[src/rtl/uci_line_arbiter_pkg.sv]
// ---------------------------------------------------------------------------
// uci_line_arbiter_pkg
//   Shared definitions for the UCI output-line arbiter.
//   - NEWLINE     : line terminator byte; a line ends when it is transferred
//   - arb_state_t : arbiter state, IDLE (arbitrating) or LOCKED (line owned)
// ---------------------------------------------------------------------------
package uci_line_arbiter_pkg;

    localparam logic [7:0] NEWLINE = 8'h0A;

    typedef enum logic {
        ARB_IDLE,
        ARB_LOCKED
    } arb_state_t;

endpackage : uci_line_arbiter_pkg

[src/rtl/uci_line_arbiter_rr_picker.sv]
// ---------------------------------------------------------------------------
// uci_line_arbiter_rr_picker
//   Purely combinational round-robin pick. The search starts at the index
//   after last_idx and wraps, so the previous owner has the lowest priority.
//
//   Ports:
//     req      [NUM_SRC]  request vector
//     last_idx [IDX_W]    index of the previous line owner
//     winner   [NUM_SRC]  one-hot winner (0 when nothing requests)
//     any_req             at least one request is present
// ---------------------------------------------------------------------------
module uci_line_arbiter_rr_picker #(
    parameter int NUM_SRC = 3,
    parameter int IDX_W   = (NUM_SRC > 1) ? $clog2(NUM_SRC) : 1
) (
    input  logic [NUM_SRC-1:0] req,
    input  logic [IDX_W-1:0]   last_idx,
    output logic [NUM_SRC-1:0] winner,
    output logic               any_req
);

    logic [IDX_W-1:0] idx;

    // Walk from the farthest offset down to the nearest one; the last hit
    // overwrites earlier ones, so the nearest requester after last_idx wins.
    always_comb begin
        // NOTE: every output of a combinational block gets a default first,
        // so no path leaves it unassigned and no latch is inferred.
        winner = '0;
        idx    = '0;
        for (int off = NUM_SRC; off >= 1; off--) begin
            idx = IDX_W'((int'(last_idx) + off) % NUM_SRC);
            if (req[idx]) begin
                winner      = '0;
                winner[idx] = 1'b1;
            end
        end
    end

    assign any_req = |req;

endmodule : uci_line_arbiter_rr_picker

[src/rtl/uci_line_arbiter.sv]
// ---------------------------------------------------------------------------
// uci_line_arbiter
//   Shares one UCI character stream (towards the UART TX) between NUM_SRC
//   text producers. Ownership is granted for a whole line, ending with the
//   NEWLINE byte, so lines from different producers never interleave.
//   The output is a registered valid/ready stage sustaining one char/cycle.
//
//   Optional feature (macro LINE_TIMEOUT_EN): if the owning source leaves
//   src_valid_in low for TIMEOUT_CYCLES cycles while locked, the arbiter
//   terminates the line itself with NEWLINE and pulses timeout_out.
//
//   Ports:
//     clk_in          system clock
//     rst_in          asynchronous, active-low reset
//     src_char_in     per-source character
//     src_valid_in    per-source character valid
//     src_ready_out   per-source accept (transfer when valid && ready)
//     char_out        character to the UART TX
//     char_out_valid  char_out holds a character
//     char_out_ready  UART TX accepts char_out
//     grant_out       one-hot current line owner, 0 when idle
//     busy_out        a line is currently owned
//     timeout_out     one-cycle pulse when a stalled line is force-terminated
// ---------------------------------------------------------------------------
module uci_line_arbiter
    import uci_line_arbiter_pkg::*;
#(
    parameter int NUM_SRC        = 3,
    parameter int TIMEOUT_CYCLES = 4096
) (
    input  logic                    clk_in,
    input  logic                    rst_in,
    input  logic [NUM_SRC-1:0][7:0] src_char_in,
    input  logic [NUM_SRC-1:0]      src_valid_in,
    output logic [NUM_SRC-1:0]      src_ready_out,
    output logic [7:0]              char_out,
    output logic                    char_out_valid,
    input  logic                    char_out_ready,
    output logic [NUM_SRC-1:0]      grant_out,
    output logic                    busy_out,
    output logic                    timeout_out
);

    localparam int               IDX_W      = (NUM_SRC > 1) ? $clog2(NUM_SRC) : 1;
    // Pointing at the last source makes source 0 the first winner.
    localparam logic [IDX_W-1:0] LAST_RESET = IDX_W'(NUM_SRC - 1);

    arb_state_t         state;
    logic [IDX_W-1:0]   owner_idx;
    logic [IDX_W-1:0]   last_idx;
    logic [IDX_W-1:0]   win_idx;
    logic [NUM_SRC-1:0] winner;
    logic               any_req;

    logic               out_free;
    logic               owner_valid;
    logic [7:0]         owner_char;
    logic               stall_hit;
    logic               term_fire;
    logic               xfer;
    logic               load;
    logic [7:0]         load_char;
    logic               line_end;

    uci_line_arbiter_rr_picker #(
        .NUM_SRC (NUM_SRC),
        .IDX_W   (IDX_W)
    ) u_picker (
        .req      (src_valid_in),
        .last_idx (last_idx),
        .winner   (winner),
        .any_req  (any_req)
    );

    always_comb begin
        win_idx = '0;
        for (int i = 0; i < NUM_SRC; i++) begin
            if (winner[i]) begin
                win_idx = IDX_W'(i);
            end
        end
    end

    // The output register can take a new char when it is empty or draining.
    assign out_free    = !char_out_valid || char_out_ready;
    assign owner_valid = src_valid_in[owner_idx];
    assign owner_char  = src_char_in[owner_idx];

`ifdef LINE_TIMEOUT_EN
    localparam int               CNT_W       = $clog2(TIMEOUT_CYCLES + 1);
    localparam logic [CNT_W-1:0] STALL_LIMIT = CNT_W'(TIMEOUT_CYCLES);

    logic [CNT_W-1:0] stall_cnt;

    // Only a silent owner counts; back-pressure with valid high does not.
    // Once the limit is reached the counter parks there until the forced
    // NEWLINE has been loaded.
    always_ff @(posedge clk_in or negedge rst_in) begin
        if (!rst_in) begin
            stall_cnt <= '0;
        end else if (state == ARB_IDLE || xfer) begin
            stall_cnt <= '0;
        end else if (!owner_valid && !stall_hit) begin
            stall_cnt <= stall_cnt + CNT_W'(1);
        end
    end

    assign stall_hit = (state == ARB_LOCKED) && (stall_cnt == STALL_LIMIT);
    assign term_fire = stall_hit && out_free;
`else
    logic unused_timeout_cfg;
    assign unused_timeout_cfg = |TIMEOUT_CYCLES;
    assign stall_hit          = 1'b0;
    assign term_fire          = 1'b0;
`endif

    // Owner's ready is withheld once a forced termination is pending so the
    // source cannot slip a char in alongside the injected NEWLINE.
    always_comb begin
        src_ready_out = '0;
        if (state == ARB_LOCKED && out_free && !stall_hit) begin
            src_ready_out[owner_idx] = 1'b1;
        end
    end

    assign xfer      = (state == ARB_LOCKED) && out_free && !stall_hit && owner_valid;
    assign load      = xfer || term_fire;
    assign load_char = term_fire ? NEWLINE : owner_char;
    assign line_end  = load && (load_char == NEWLINE);

    always_ff @(posedge clk_in or negedge rst_in) begin
        // NOTE: all registers use non-blocking assignments, so every update in
        // this block sees pre-edge values regardless of statement order.
        if (!rst_in) begin
            state          <= ARB_IDLE;
            grant_out      <= '0;
            busy_out       <= 1'b0;
            owner_idx      <= '0;
            last_idx       <= LAST_RESET;
            char_out       <= '0;
            char_out_valid <= 1'b0;
            timeout_out    <= 1'b0;
        end else begin
            timeout_out <= term_fire;

            if (load) begin
                char_out       <= load_char;
                char_out_valid <= 1'b1;
            end else if (char_out_ready) begin
                char_out_valid <= 1'b0;
            end

            // Arbitration in IDLE does not wait for the output register: a
            // NEWLINE still held under back-pressure does not block it.
            case (state)
                ARB_IDLE: begin
                    if (any_req) begin
                        grant_out <= winner;
                        owner_idx <= win_idx;
                        busy_out  <= 1'b1;
                        state     <= ARB_LOCKED;
                    end
                end
                ARB_LOCKED: begin
                    if (line_end) begin
                        grant_out <= '0;
                        busy_out  <= 1'b0;
                        last_idx  <= owner_idx;
                        state     <= ARB_IDLE;
                    end
                end
            endcase
        end
    end

endmodule : uci_line_arbiter
[config.mk]
export PLATFORM = sky130hd
export DESIGN_NAME = uci_line_arbiter
export DESIGN_NICKNAME = d
export VERILOG_FILES = /design/src/rtl/uci_line_arbiter_pkg.sv /design/src/rtl/uci_line_arbiter_rr_picker.sv /design/src/rtl/uci_line_arbiter.sv
export SDC_FILE = /design/constraint.sdc
export NUM_CORES = 1
export LEC_CHECK = 0
export ABC_AREA = 1
export CAP_MARGIN = 5
export CELL_PAD_IN_SITES_DETAIL_PLACEMENT = 0
export CELL_PAD_IN_SITES_GLOBAL_PLACEMENT = 1
export CORE_MARGIN = 1.5
export CORE_UTILIZATION = 34
export DETAILED_ROUTE_END_ITERATION = 7
export MAX_ROUTING_LAYER = met4
export PLACE_DENSITY = 0.86
export RECOVER_POWER = 25
export REMOVE_ABC_BUFFERS = 1
export SYNTH_ARGS = -nofsm -noshare
export SYNTH_HDL_FRONTEND = slang
export SYNTH_SLANG_ARGS = --single-unit
[constraint.sdc]
create_clock -name clk_in -period 5.26 [get_ports clk_in]
set_clock_uncertainty 0.15 [all_clocks]
set_input_delay 0.526 -clock clk_in [delete_from_list [all_inputs] [get_ports clk_in]]
set_output_delay 0.526 -clock clk_in [all_outputs]
set_load 0.02 [all_outputs]
== Word-level counts from Yosys, hierarchy flattened ==
Index checks and enable logic that the tools add are counted.

* Word-level logic and storage cells: 74
* Register bits after elaboration: 18
* Output and inout port bits: 17
* Input bits: 30

* Div/mod/pow operators: 3
* Reductions and logical operators: 14
* $lt $le $gt $ge: 8
* Add/sub/neg operators: 3
* Bitwise operators: 1
* Muxes and demuxes: 35
* Equality and inequality tests: 3

{| class="wikitable"
|+ Operators with widths
! kind !! number
|-
| $mod 32x3->32 const B || 3
|-
| $mux 3 || 6
|-
| $bmux 8 s2 || 1
|-
| $mux 1 || 15
|-
| $lt 2x3->1 const B || 4
|-
| $bmux 1 s2 || 4
|-
| $demux 1 s2 || 4
|-
| $eq 8x4->1 const B || 1
|-
| $ge 2x1->1 const B || 4
|-
| $mux 8 || 1
|-
| $logic_and 1x1->1 || 7
|-
| $add 2x2->3 const B || 2
|-
| $pmux 3 s2 || 1
|-
| $reduce_and 2->1 || 3
|-
| $pmux 1 s2 || 2
|-
| $add 2x1->3 const B || 1
|-
| $reduce_or 3->1 || 1
|-
| $mux 2 || 1
|-
| $ne 2x1->1 const B || 1
|-
| $ne 2x2->1 const B || 1
|-
| $reduce_bool 2->1 || 1
|-
| $logic_not 1->1 || 1
|-
| $logic_or 1x1->1 || 1
|-
| $not 1->1 || 1
|}

== Longest topological paths before layout ==
Gate-level depths: netlist of the first run.

* Depth after elaboration: 11
* Mapped depth: 12
* Depth with buffers taken out: 12

== By module ==
A second synthesis of the first run with hierarchy kept.

* Cell total of the unflattened synthesis: 201
* Area, all modules: 1380.1 µm²

{| class="wikitable"
|+ By module, submodules not included
! module !! area an instance (µm²) !! cells each !! seq. area each (µm²) !! times used
|-
| uci_line_arbiter || 1123.6 || 152 || 451.7 || 1
|-
| uci_line_arbiter_rr_picker || 256.5 || 49 || 0.0 || 1
|}

== Least setup slack after synthesis of the first run ==
No wires, ideal clock.

* Path kind: register to output
* Start: register char_out_valid
* End: output src_ready_out[1]
* Required time: 4.584 ns
* Path slack: 3.316 ns
* Arrival time: 1.268 ns
* Buffers on the path: 0
* Stages on the path, launching flop included: 6
* Path through: dfrtp_1 inv_1 nor2_1 nor2_1 inv_1 nor3_1

* Longest elaborated chain between the ends: 4

{| class="wikitable"
|+ Ends and longest elaborated chain
! element !! RTL line !! text
|-
| from (decl) || uci_line_arbiter.sv:37 || <nowiki>output logic char_out_valid,</nowiki>
|-
| from (signal assigned) || uci_line_arbiter.sv:141 || <nowiki>char_out_valid <= 1'b0;</nowiki>
|-
| from (signal assigned) || uci_line_arbiter.sv:148 || <nowiki>char_out_valid <= 1'b1;</nowiki>
|-
| from (signal assigned) || uci_line_arbiter.sv:150 || <nowiki>char_out_valid <= 1'b0;</nowiki>
|-
| $logic_not 1->1 || uci_line_arbiter.sv:85 || <nowiki>assign out_free = !char_out_valid || char_out_ready;</nowiki>
|-
| $logic_or 1x1->1 || uci_line_arbiter.sv:85 ||
|-
| $logic_and 1x1->1 || uci_line_arbiter.sv:121 || <nowiki>if (state == ARB_LOCKED && out_free && !stall_hit) begin</nowiki>
|-
| $mux 3 || uci_line_arbiter.sv:121 ||
|-
| to (decl) || uci_line_arbiter.sv:35 || <nowiki>output logic [NUM_SRC-1:0] src_ready_out,</nowiki>
|}

No other way between the ends.

== Worst setup path after layout of the first run ==
* Start: input char_out_ready
* End: output src_ready_out[1]

* Longest elaborated chain between the ends: 3

{| class="wikitable"
|+ Ends and longest elaborated chain
! element !! RTL line !! text
|-
| from (decl) || uci_line_arbiter.sv:38 || <nowiki>input logic char_out_ready,</nowiki>
|-
| $logic_or 1x1->1 || uci_line_arbiter.sv:85 ||
|-
| $logic_and 1x1->1 || uci_line_arbiter.sv:121 ||
|-
| $mux 3 || uci_line_arbiter.sv:121 ||
|}

No other way between the ends.

==> results of run 1 <==
==> cell usage after synthesis <==
cell | number | area share, %
a21oi_1 | 2 | 0.72
buf_2 | 1 | 0.36
buf_4 | 1 | 0.54
buf_6 | 2 | 1.6
conb_1 | 1 | 0.27
dfrtp_1 | 17 | 31
dfstp_2 | 1 | 1.9
ha_1 | 4 | 3.6
inv_1 | 23 | 6.2
inv_2 | 2 | 0.54
inv_8 | 2 | 1.6
mux2_2 | 1 | 0.81
nand2_1 | 57 | 15
nand2_2 | 5 | 2.3
nand2_8 | 1 | 1.4
nand3_1 | 30 | 11
nand3_2 | 2 | 1.4
nand3b_1 | 1 | 0.54
nor2_1 | 13 | 3.5
nor2_2 | 10 | 4.5
nor2_4 | 3 | 2.4
nor2_8 | 2 | 2.9
nor3_1 | 1 | 0.36
o21ai_0 | 6 | 2.2
o21ai_1 | 5 | 1.8
o21ai_2 | 1 | 0.63
o31ai_2 | 1 | 0.90
==> worst max-delay path, stage by stage <==
cell and delay [ns]:
clkdlybuf4s50_1 0.48, nor2_1 0.06, nor2_1 0.22, inv_1 0.11, nor3_1 0.14, clkdlybuf4s50_1 0.63
==> per-stage QoR <==
step / cells / area [um2] / utilization [%]
3_5_place_dp: 286 / 1866 / 46.98
6_report: 290 / 1911 / 48.11
5_1_grt: 290 / 1911 / 48.11
4_1_cts: 290 / 1911 / 48.11
3_3_place_gp: 286 / 1866 / 46.98
2_1_floorplan: 191 / 1353 / -
==> power breakdown <==
part	total [mW]	leakage (nW)	internal (mW)	switching (mW)
sequential	0.268	0.219	0.199	0.0689
combinational	0.655	0.711	0.271	0.383
clock	0.0958	0.0228	0.0536	0.0422
total	1.02	0.953	0.524	0.495
==> worst max-delay path by stage <==
stage                   startpoint          endpoint  slack (ns)  cells past startpoint
floorplan             owner_idx[0]  src_ready_out[1]        3.28                      2
global placement    char_out_ready  src_ready_out[1]        2.41                      6
detailed placement  char_out_ready  src_ready_out[1]        2.42                      6
CTS                 char_out_ready  src_ready_out[1]        2.40                      6
global route        char_out_ready  src_ready_out[1]        2.30                      6
finish              char_out_ready  src_ready_out[1]        2.42                      6
==> state kept, by name, indices dropped and copies added (netlist names) <==
register / cells
last_idx: 2
owner_idx: 2
char_out: 8
grant_out: 3
busy_out: 1
char_out_valid: 1
state: 1
==> cells by family after synthesis <==
| kind of cell | synth area share [%] |
|---|---|
| compound gates | 6.222 |
| fa+ha+maj | 3.607 |
| buf+inv | 10.91 |
| flops | 32.55 |
| mux | 0.8115 |
| other cells | 0.2703 |
| simple gates | 45.63 |
==> layout make-up <==
class / instances / share of cell area [%]
Multi-Input combinational cell: 146 / 41.06
Sequential cell: 18 / 23.64
Timing Repair Buffer: 45 / 23.58
Inverter: 27 / 6.090
Tap cell: 50 / 3.274
Clock buffer: 4 / 2.358
==> metal layers <==
layer | global-route usage, % | share of wire (%) | vias up
li1 | - | - | 703
met1 | 21.59 | 50 | 533
met2 | 23.00 | 46 | 31
met3 | 0.5068 | 3.5 | 2
met4 | 3.827 | 0.84 | 0
met5 | - | 0 | -
==> summary.md, run 1 <==
| Metric | Value |
|---|---|
| Max-Cap Viols | 0 |
| Worst reg2reg startpoint | owner_idx[0] |
| Maximum clock rate | 351.6 MHz |
| Initial antenna violation count | 0 |
| Yosys reg bits | 18 |
| Post-synthesis cell count | 195 |
| Cell Pwr Density | 533.2 nW/um2 |
| Routed length per instance | 10.31 um |
| Reg-to-Reg End | char_out[3] |
| Antenna diodes | 0 |
| Most frequent cells in the layout | nand2_1, clkdlybuf4s50_1, nand3_1 |
| CTS root buf | clkbuf_8 |
| Endpoints failing setup | 0 |
| Post-Syn Area | 1388 um2 |
| Worst rel slew slack | 48.48% |
| Die X | 66.89 um |
| Routed vias/inst | 4.376 |
| Crit Path Max Fanout | 3 |
| Final Max Tran Viols | 0 |
| Clock sink total | 18 |
| Crit path capture type | output port |
| Post-CTS sizing | 0 |
| WP data required | 4.58 ns |
| Die area | 4474 um2 |
| Final wirelength | 2989 um |
| Clk slew on worst S/H paths | 0.06 ns |
| Final worst slack | 2.416 ns |
| Core area | 3971 um2 |
| Area Growth Syn to Fin | 37.69% |
| R2r setup slk | 3.32 ns |
| Worst Hold Class | reg -> reg |
| Port Buffers | 45 |
| Number of cell rows | 23 |
| Detailed placement HPWL | 2499 um |
| Final count of hold timing violations | 0 |
| RSZ-0062 raised after global routing | false |
| CTS Hold Bufs | 0 |
| Startpoint Class | input port |
| Vias | 1269 |
| H-tree depth | 1 |
| GPL Wtd Cong | 0.8210 |
| Register area | 451.7 um2 |
| First-pass GRT wire length | 5092 um |
| Critical path arrival | 2.17 ns |
| TNS Setup | 0 ns |
| Total power | 1.019 mW |
| First-pass DRT Iterations | 4 |
| Grt ovf | 0 |
| Worst Max-Slew Pin Slew | 0.7702 ns |
| Worst Hold End | state |
| Leading cell type in the layout, fill and taps excluded | nand2_1 |
| Number of remaining DRC errors | 0 |
| GRT Total Usage | 14.93% |
| Worst reg2reg path depth | 5 |
| Ys Warns | 0 |
| TritonCTS Buffers | 3 |
| Worst Hold Launch | state |
| Post-CTS Setup Inserts | 0 |
| Clk_lat worst skew | 0.25 ns |
| CTS tree | built |
| WHS Path Cells | 2 |
| Worst IR drop on VDD | 243.4 uV |
| Leakage | 0.9528 nW |
| Filler cell count | 418 |
| Num ports | 47 |
| Worst Setup Path Type | in -> out |
| Vias in the first global route | 1157 |
| Post-synthesis cell type count | 27 |
| Nets | 275 |
| Initial Util | 34.94% |
| Fin crit period | 2.844 ns |
| Share of layout cells above drive strength 1 | 14.17% |
| Largest net degree at the start of global routing | 19 |
| DRT antenna net count | 0 |
| CTS max path bufs | 2 |
| Status | finished clean |
| Pre-CTS WS | 2.421 ns |
| Multi-input gate area | 784.5 um2 |
| Final Cycle Share | 54.07% |
| Seq/Total Area, Yosys | 32.55% |
| Min Hold Slack | 0.3239 ns |
| Chip height | 66.89 um |
| Iteration-0 DRC Markers | 84 |
| Avg Synthesized Cell Area | 7.116 um2 |
No activity file was read; power rests on OpenSTA's default activity.
==> inputs of run 2 (changes only) <==
- CORE_UTILIZATION: 34 -> 31
- PLACE_DENSITY: 0.86 -> 0.79
- clock period: 5.26 -> 2.79 ns (I/O delays scaled with it)
==> run 2 against run 1 <==
Against the previous run:
- first-iteration DRC count decreased by 7.1%
- sequential share of layout area down 0.25 points
- register-to-register slack got worse by 2.5 ns
- design area rose by 1.0%
- combinational power increased by 89%
- sequential power is 89% higher
- critical path type is now reg -> out
- critical path depth is 1 lower
==> summary.md, run 2 (synthesis results as in run 1) <==
| Metric | Value |
|---|---|
| Worst Max-Slew Pin Slew | 0.8144 ns |
| Final Cycle Share | 87.91% |
| Fin util | 44.65% |
| Cell Pwr Density | 1016 nW/um2 |
| Chip height | 69.91 um |
| Routed length per instance | 10.61 um |
| Initial Util | 32.09% |
| Number of cell rows | 24 |
| Status | finished clean |
| WHS Path Cells | 2 |
| Pint | 1.014 mW |
| Port Buffers | 45 |
| CTS Hold Bufs | 0 |
| Maximum clock rate | 407.7 MHz |
| Total power | 1.962 mW |
| Leading cell type in the layout, fill and taps excluded | nand2_1 |
| Clk_lat worst skew | 0.26 ns |
| Worst Hold Class | reg -> reg |
| Grt ovf | 0 |
| Crit Path Max Fanout | 10 |
| RSZ-0062 raised after global routing | false |
| Post-CTS Setup Inserts | 0 |
| Leakage | 0.9630 nW |
| Psw | 947.7 uW |
| Worst reg2reg startpoint | last_idx[0] |
| Worst Hold Launch | char_out[1] |
| Startpoint Class | flop |
| DRT antenna net count | 0 |
| Largest regs | char_out (8), grant_out (3) |
| Share of layout cells above drive strength 1 | 14.94% |
| Most frequent cells in the layout | nand2_1, clkdlybuf4s50_1, nand3_1 |
| Initial antenna violation count | 0 |
| Clk slew on worst S/H paths | 0.07 ns |
| Reg-to-Reg End | owner_idx[0] |
| Worst IR drop on VDD | 457.3 uV |
| Critical path arrival | 2.02 ns |
| Clk pwr share | 11.1% |
| Largest register by flop count | char_out |
| CTS tree | built |
| Num ports | 47 |
| Total placed cells including tap cells | 289 |
| CTS max path bufs | 2 |
| Max reg flops | 8 |
| Endpoints failing setup | 0 |
| WP data required | 2.36 ns |
| Worst Setup Path Type | reg -> out |
| TNS Setup | 0 ns |
| GPL Wtd Cong | 0.8411 |
| GRT Total Usage | 13.93% |
| Routed vias/inst | 4.399 |
| Die X | 69.91 um |
| Final count of hold timing violations | 0 |
| Fin crit period | 2.453 ns |
| CTS root buf | clkbuf_8 |
| TritonCTS Buffers | 3 |
| Nets | 276 |
| Cell Area, Placed | 1876 um2 |
| Vias | 1289 |
| Switch share | 48.32% |
| Comb pwr share | 63.1% |
| First-pass DRT Iterations | 4 |
| Area Growth Syn to Fin | 39.13% |
| Vias in the first global route | 1177 |
| First-pass GRT wire length | 5506 um |
| Antenna diodes | 0 |
| Seq pwr share | 25.8% |
| Worst Hold End | char_out[1] |
| Largest net degree at the start of global routing | 19 |
| Iteration-0 DRC Markers | 78 |
| Clock sink total | 18 |
| Die area | 4887 um2 |
| Max-Cap Viols | 0 |
| Post-route insts no fill | 293 |
| Final Max Tran Viols | 0 |
| Detailed placement HPWL | 2510 um |
| H-tree depth | 1 |
| Worst reg2reg path depth | 11 |
| Worst rel slew slack | 45.52% |
| R2r setup slk | 0.82 ns |
| Number of remaining DRC errors | 0 |
| Final instance area | 1931 um2 |
| Post-CTS sizing | 0 |
| Final wirelength | 3110 um |
| Crit path capture type | output port |
| Core area | 4324 um2 |
==> run 2: cell count changes in the layout (fill, tap and decap cells not counted), sizes merged <==
cell,delta
buf,+1
==> run 2: area by class of cell <==
| type | count | area (um2) |
|---|---|---|
| Inverter | 27 | 116.4 |
| Sequential cell | 18 | 451.7 |
| Timing Repair Buffer | 46 | 457.9 |
| Clock buffer | 4 | 55.05 |
| Fill cell | 460 | 2394 |
| Tap cell | 52 | 65.06 |
| Multi-Input combinational cell | 146 | 784.5 |
==> run 2: how the worst max path moves through the flow <==
stage	from	endpoint	slack [ns]	depth (start not counted)
final	owner_idx[1]	src_ready_out[2]	0.34	5
after global routing	owner_idx[1]	src_ready_out[2]	0.25	5
after CTS	owner_idx[1]	src_ready_out[2]	0.32	5
after detailed placement	char_out_ready	src_ready_out[1]	0.45	6
after global placement	char_out_ready	src_ready_out[1]	0.43	6
after floorplan	owner_idx[1]	char_out[3]	1.04	5
==> run 2: per-layer routing <==
layer | GRT usage [%] | part of all wire, %
met5 | - | 0
met4 | 4.487 | 0.80
met3 | 1.010 | 3.7
met2 | 19.89 | 40
met1 | 20.94 | 55
==> run 2: worst max-delay path, stage by stage, from the launching register on <==
cell and delay [ns]:
dfrtp_1 0.75, inv_8 0.11, nor2_8 0.15, inv_1 0.05
nor2_1 0.09, clkdlybuf4s50_1 0.61
==> run 2: power groups by stage <==
stage	registers [mW]	logic [mW]	clock network, mW
floorplan	0.604	0.736	0
CTS	0.509	1.26	0.218
global placement	0.512	1.26	0
detailed placement	0.514	1.25	0
finish	0.506	1.24	0.217
global route	0.529	1.39	0.226
==> run 2: per-stage QoR <==
step	hold slack (ns)	setup slack, ns
floorplan	-0.1666	1.035
global placement	0.3052	0.4275
detailed placement	0.3157	0.4542
CTS	0.3332	0.3239
global route	0.3652	0.2506
finish	0.3230	0.3372
